===== config.mk =====
export PLATFORM = sky130hd
export DESIGN_NAME = ldpc_msg_ram
export DESIGN_NICKNAME = d
export VERILOG_FILES = /design/src/rtl/ldpc_ram_pkg.sv /design/src/rtl/ldpc_msg_ram_core.sv /design/src/rtl/ldpc_msg_ram.sv
export SDC_FILE = /design/constraint.sdc
export NUM_CORES = 2
export LEC_CHECK = 0
export CELL_PAD_IN_SITES_DETAIL_PLACEMENT = 0
export CELL_PAD_IN_SITES_GLOBAL_PLACEMENT = 1
export CORE_MARGIN = 4
export CORE_UTILIZATION = 50
export CTS_BUF_LIST = sky130_fd_sc_hd__clkbuf_16
export DETAILED_ROUTE_END_ITERATION = 7
export HOLD_SLACK_MARGIN = 0.06
export PLACE_DENSITY = 0.77
export SYNTH_ARGS = -nofsm -noshare
export SYNTH_HDL_FRONTEND = slang
export SYNTH_HIERARCHICAL = 1
export SYNTH_SLANG_ARGS = --single-unit

===== constraint.sdc =====
create_clock -name clk -period 3.9 [get_ports clk]
set_input_delay 0.39 -clock clk [delete_from_list [all_inputs] [get_ports clk]]
set_output_delay 0.39 -clock clk [all_outputs]
set_load 0.02 [all_outputs]

===== src/rtl/ldpc_ram_pkg.sv =====
// Shared defaults and clear-FSM state encoding for the LDPC message RAM.
package ldpc_ram_pkg;

  localparam int unsigned DATA_W_DEF = 7;
  localparam int unsigned ADDR_W_DEF = 8;

  localparam logic [0:0] ST_IDLE  = 1'b0;
  localparam logic [0:0] ST_CLEAR = 1'b1;

endpackage


===== src/rtl/ldpc_msg_ram_core.sv =====
// Simple dual-port message array: synchronous write, registered read (old data on collision).
module ldpc_msg_ram_core
  import ldpc_ram_pkg::*;
#(
  parameter int unsigned DATA_W = DATA_W_DEF,
  parameter int unsigned ADDR_W = ADDR_W_DEF
) (
  input  logic              clk,
  input  logic              reset_n,
  input  logic              wr_en,
  input  logic [ADDR_W-1:0] wr_addr,
  input  logic [DATA_W-1:0] wr_data,
  input  logic [ADDR_W-1:0] rd_addr,
  output logic [DATA_W-1:0] rd_data
);

  localparam int unsigned DEPTH = 2 ** ADDR_W;

  logic [DATA_W-1:0] mem [DEPTH];

  // Array contents are deliberately not reset.
  always_ff @(posedge clk) begin
    if (wr_en) mem[wr_addr] <= wr_data;
  end

  always_ff @(posedge clk or negedge reset_n) begin
    if (!reset_n) rd_data <= '0;
    else          rd_data <= mem[rd_addr];
  end

endmodule


===== src/rtl/ldpc_msg_ram.sv =====
// LDPC message RAM: registered write stage, clear-sweep FSM, optional write-to-read
// forwarding when LDPC_MSG_RAM_FWD_EN is defined.
module ldpc_msg_ram
  import ldpc_ram_pkg::*;
#(
  parameter int unsigned DATA_W = DATA_W_DEF,
  parameter int unsigned ADDR_W = ADDR_W_DEF
) (
  input  logic              clk,
  input  logic              reset_n,
  input  logic              wren,
  input  logic [ADDR_W-1:0] wr_addr,
  input  logic [DATA_W-1:0] din,
  input  logic [ADDR_W-1:0] rd_addr,
  output logic [DATA_W-1:0] dout,
  input  logic              clr_start,
  output logic              clr_busy,
  output logic              clr_done
);

  localparam int unsigned DEPTH = 2 ** ADDR_W;
  localparam logic [ADDR_W:0] CNT_LAST = (ADDR_W+1)'(DEPTH - 1);

  logic [0:0]        state, state_nxt;
  logic [ADDR_W:0]   cnt, cnt_nxt;
  logic              done_nxt;
  logic              clr_wr;

  logic              wr_en_q;
  logic [ADDR_W-1:0] wr_addr_q;
  logic [DATA_W-1:0] wr_din_q;
  logic [DATA_W-1:0] core_rd;

  // Clear FSM: state/counter registers plus registered busy/done flags.
  always_ff @(posedge clk or negedge reset_n) begin
    if (!reset_n) begin
      state    <= ST_IDLE;
      cnt      <= '0;
      clr_busy <= 1'b0;
      clr_done <= 1'b0;
    end else begin
      state    <= state_nxt;
      cnt      <= cnt_nxt;
      clr_busy <= (state_nxt == ST_CLEAR);
      clr_done <= done_nxt;
    end
  end

  always_comb begin
    state_nxt = state;
    cnt_nxt   = cnt;
    done_nxt  = 1'b0;
    clr_wr    = 1'b0;
    case (state)
      ST_IDLE: begin
        if (clr_start) begin
          state_nxt = ST_CLEAR;
          cnt_nxt   = '0;
        end
      end
      ST_CLEAR: begin
        clr_wr  = 1'b1;
        cnt_nxt = cnt + (ADDR_W+1)'(1);
        if (cnt == CNT_LAST) begin
          state_nxt = ST_IDLE;
          done_nxt  = 1'b1;
        end
      end
      default: state_nxt = ST_IDLE;
    endcase
  end

  // Write stage; the sweep owns it while clearing and external writes are dropped.
  always_ff @(posedge clk or negedge reset_n) begin
    if (!reset_n) begin
      wr_en_q   <= 1'b0;
      wr_addr_q <= '0;
      wr_din_q  <= '0;
    end else begin
      wr_en_q   <= clr_wr | wren;
      wr_addr_q <= clr_wr ? cnt[ADDR_W-1:0] : wr_addr;
      wr_din_q  <= clr_wr ? '0 : din;
    end
  end

  ldpc_msg_ram_core #(
    .DATA_W (DATA_W),
    .ADDR_W (ADDR_W)
  ) u_core (
    .clk     (clk),
    .reset_n (reset_n),
    .wr_en   (wr_en_q),
    .wr_addr (wr_addr_q),
    .wr_data (wr_din_q),
    .rd_addr (rd_addr),
    .rd_data (core_rd)
  );

`ifdef LDPC_MSG_RAM_FWD_EN
  logic              fwd_hit_q;
  logic [DATA_W-1:0] fwd_data_q;

  // Bypass the pending write into the read register when it hits the read address.
  always_ff @(posedge clk or negedge reset_n) begin
    if (!reset_n) begin
      fwd_hit_q  <= 1'b0;
      fwd_data_q <= '0;
    end else begin
      fwd_hit_q  <= wr_en_q && (wr_addr_q == rd_addr);
      fwd_data_q <= wr_din_q;
    end
  end

  assign dout = fwd_hit_q ? fwd_data_q : core_rd;
`else
  assign dout = core_rd;
`endif

endmodule

# Word level (Yosys, flattened, before mapping)
# Memory sizes are Yosys's and may differ from the RTL's. A register that Yosys moved wholly into a read port is not among the register bits.
# Cells that the tools add are included.
[word_totals]
regBits = 27
n_memories = 1
elab_cells = 25
ram_bits = 1792
romBits = 0
in_bits = 27
output_inout_bits = 9
latch_bits = 0
[mem_list]
columns = ["name", "depth", "word_bits", "rd", "rd_clocked_by_memory_dff", "wr", "line_no", "source"]
rows = [
  ["u_core.mem", 256, 7, 1, 1, 1, "ldpc_msg_ram_core.sv:19", "logic [DATA_W-1:0] mem [DEPTH];"],
]
[op_classes]
bitwise_logic = 2
addsub = 1
n_reduce_logical = 1
div_mod_pow = 0
n_mul = 0
mux = 12
n_eq_ne = 2
order_cmp = 0
n_shift = 0
[op_table]
columns = ["op", "n"]
rows = [
  ["9-bit case mux with 2 select lines", 1],
  ["9-bit by 1-bit adder with 9-bit output, second input constant", 1],
  ["9-bit by 8-bit == test with 1-bit output, second input constant", 1],
  ["9-bit 2-to-1 mux", 1],
  ["8-bit 2-to-1 mux", 1],
  ["1-bit 2-to-1 mux", 7],
  ["7-bit 2-to-1 mux", 1],
  ["2-bit inequality test, second input constant", 1],
  ["1-bit case mux with 2 select lines", 1],
  ["1-bit logical NOT", 1],
  ["1-bit NOT", 1],
  ["1-bit OR", 1],
]

# Depth between registers and ports, before layout
[depth]
ltp_word = 3
mapped_depth = 12
ltp_nobuf = 6

# Hierarchy
# Netlist, hierarchy kept.
[by_module_without_submodules]
columns = ["mod", "area_each_um2", "cells_each", "seq_area_each_um2", "instances"]
rows = [
  ["ldpc_msg_ram_core", 70252.4, 3381, 53986.8, 1],
  ["ldpc_msg_ram", 1108.6, 86, 675.6, 1],
]

# Least setup slack after synthesis
# Ideal clock, no wire load.
[synth_path]
kind = "reg-to-reg"
from = "reg wr_din_q[0]"
to = "mem u_core/mem[0][0] (netlist bit) (data pin)"
setup_slack_ns = -0.069
arrival_ns = 3.169
stages_incl_launch_ff = 1
t_required_ns = 3.099
setup_time_ns = 0.801
path_cell_list = "dfrtp_1"
[synth_lines]
columns = ["item", "line_no", "source"]
rows = [
  ["from (decl)", "ldpc_msg_ram.sv:31", "logic [DATA_W-1:0] wr_din_q;"],
  ["from (signal assigned)", "ldpc_msg_ram.sv:82", "wr_din_q <= clr_wr ? '0 : din;"],
  ["to (decl)", "ldpc_msg_ram_core.sv:19", ""],
]
# Straight into the memory's write port.

# Worst setup path in the final report
[layout_path]
from = "reg wr_addr_q[4]"
to = "mem u_core/mem[17][1] (netlist bit), enable pin"
[layout_lines]
columns = ["item", "line_no", "source"]
rows = [
  ["from (decl)", "ldpc_msg_ram.sv:30", "logic [ADDR_W-1:0] wr_addr_q;"],
  ["from (signal assigned)", "ldpc_msg_ram.sv:81", "wr_addr_q <= clr_wr ? cnt[ADDR_W-1:0] : wr_addr;"],
]
# Straight into the memory's write port.

==> impl_metrics.py <==
metrics = {
    "run_status": {
        "status": "completed",
    },
    "sta": {
        "finalCritPeriodShare": 0.787,
        "rsz0062_at_grt": "false",
        "tightestPinTransition_ns": 1.15,
        "slew_headroom": 0.231,
        "finalSetupViolCount": 0,
        "tns_ns": 0,
        "slew_viol_final": 0,
        "clock_skew_ns": 0.0379,
        "fmax_mhz": 326,
        "fin_ws_ns": 0.829,
        "period_minus_slack_ns": 3.07,
        "final_hold_viol_count": 0,
    },
    "layout": {
        "fin_cells": 5678,
        "final_cell_mix": "edfxtp_1 (1792), mux4_2 (380), nor2_1 (294)",
        "area_growth_pct": 12.1,
        "antennaDiodeCount": 0,
        "final_common_cell": "edfxtp_1",
        "nNetsFinal": 3668,
        "design_area_um2": 80000,
        "drive_gt1_frac": 0.220,
    },
    "clocking": {
        "cts_setup_buffers": 0,
        "cts_tree": "built",
        "clkLatencyLatePin_ns": 0.82,
        "cts_buffers": 178,
        "root_buffer": "clkbuf_16",
        "cts_buffer_depth": 3,
        "cts.repair.resized": 0,
        "clock_sinks": 1826,
        "cts_hold_buf": 1,
        "htree_levels": 4,
        "clkSlewWorstSetupHoldPaths_ns": 0.06,
    },
    "placed_design": {
        "place.gp.congestion": 0.850,
        "io_buffers": 35,
        "placed_area_um2": 74300,
        "dp.cells": 5348,
        "pre_cts_ws_ns": 0.371,
        "place_hpwl_mm": 105,
    },
    "yosys": {
        "synth.distinct_cells": 62,
        "synth_ff_type": "edfxtp_1",
        "syn-num-nets": 3496,
        "ys_ff_latch": 1826,
        "netlist_area_um2": 71400,
        "synth-edff-count": 1792,
        "syn_avg_cell_area_um2": 20.6,
        "yosys-top-cells-area": "edfxtp_1 (75%), mux4_2 (12%), mux2i_1 (2.2%)",
        "synth_area_leader_cell": "edfxtp_1",
        "synth-async-reset-ratio": 0.0186,
        "syn_inst": 3467,
        "synth_top_area_share": 0.754,
        "ys_warn_count": 6,
        "ys_seq_area_frac": 0.766,
    },
    "detailed_routing": {
        "wl_mm": 168,
        "drc": 0,
        "dr_total_vias": 35520,
        "ant_nets": 0,
        "dr.pass1.iters": 6,
        "dr.first_iter.drc_count": 4671,
        "vias_per_cell": 6.26,
        "route.detailed.wl_per_inst_um": 29.6,
    },
    "worst_setup_path": {
        "crit_chain": "nor2b_1, nand2_1, nor2_1",
        "critical_path.top_delay_family": "simple AND/OR/NAND/NOR gates",
        "cp-end-kind": "flip-flop",
        "cpPeakStageDelay_ns": 0.96,
        "cp_max_fo": 16,
        "crit_slowest_cell": "nor2_1",
        "critPathKind": "flip-flop to flip-flop",
        "cp.required_ns": 4.32,
        "crit_path_start_kind": "flip-flop",
        "cp_num_buf_inv": 0,
        "worstPathArrival_ns": 3.49,
    },
    "floorplanning": {
        "core_area_um2": 142000,
        "chipWidth_um": 386,
        "pin_count": 36,
        "num_rows": 138,
        "die_y_um": 386,
        "initial_core_util": 0.504,
        "dieArea_um2": 149000,
    },
    "power_and_ir_drop": {
        "finalPower_mw": 39.2,
        "power-per-cell-area_nw_per_um2": 490,
        "vdd_drop_max_mv": 0.511,
        "leakage_nw": 24.9,
    },
    "flow_run": {
        "drv_cap": 0,
    },
    "global_route": {
        "grt_antenna_before_repair": 4,
        "grt_max_degree": 175,
        "first_global_vias": 34990,
        "grt_pass1_wl_mm": 245,
        "gr-total-overflow": 0,
        "grt_usage": 0.227,
    },
    "hold_path": {
        "min_path_type": "input pin to flip-flop",
    },
}
power by group:
part / leakage (nW) / switching (mW) / internal (mW) / total, mW
clock: 2.95 / 7.23 / 9.31 / 16.5
sequential: 16.2 / 0.0250 / 21.2 / 21.2
combinational: 5.66 / 0.823 / 0.629 / 1.45
total: 24.9 / 8.07 / 31.2 / 39.2
metrics by stage:
step,hold WS [ns],utilization
floorplan,0.0944,-
global placement,0.522,0.525
detailed placement,0.533,0.525
CTS,0.106,0.565
global route,0.120,0.565
finish,0.155,0.565
worst paths after layout:
path | from | to | slack (ns) | cells past startpoint
hold reg to reg | cnt[7] | cnt[7] | 0.55 | 1
setup / recovery | wr_addr_q[4] | u_core/mem[17][1] | 0.83 | 3
setup reg to reg | wr_addr_q[4] | u_core/mem[17][1] | 0.83 | 3
min in group asynchronous | reset_n | wr_din_q[6] | 0.29 | 2
hold / removal | din[0] | wr_din_q[0] | 0.15 | 2
max in group asynchronous | reset_n | wr_din_q[5] | 2.84 | 2
cells by family after synthesis:
group,share of synthesized area
compound gates,0.0304
flops,0.766
buf+inv,0.0201
xor+xnor,0.000123
simple gates,0.0363
fa+ha+maj,0.000351
mux,0.147
per-layer routing:
layer	share of wire	routed length, um	up-vias	global-route usage
li1	-	-	14739	-
met1	0.40	67900	18760	0.336
met2	0.47	79300	1758	0.347
met3	0.095	16000	263	0.0492
met4	0.028	4650	0	0.0634
met5	0	0	-	0
synthesized netlist by cell type, types with 24 or more instances:
library cell / n
nor2_1: 296
nor4_1: 35
dfrtp_1: 34
clkbuf_1: 90
mux4_2: 380
buf_2: 40
edfxtp_1: 1792
nand3_1: 44
a22oi_1: 61
nor2b_1: 24
nor3_1: 37
a21oi_1: 46
o22ai_1: 68
mux2i_1: 155
nand2_1: 81
buf_6: 25
worst register-to-register path, cell delays in order (launching register included):
cell and delay, ns:
dfrtp_1 0.51, nor2b_1 0.55, nand2_1 0.63, nor2_1 0.97
flip-flops by register name, summed over array words and instances, names as in the netlist:
register	count
wr_en_q	1
u_core/mem	1792
wr_addr_q	8
state	1
u_core/rd_data	7
clr_done	1
cnt	9
wr_din_q	7
area by class of cell:
type | instances | area, um2
repair buffers | 199 | 1990
clock inverters | 150 | 1170
multi-input cells | 1428 | 15300
flip-flops and latches | 1826 | 54700
inverters | 6 | 22.5
clock buffers | 179 | 4480
well taps | 1890 | 2360
fillers | 10409 | 61600
Note: power is estimated with default switching activity, not from simulation.
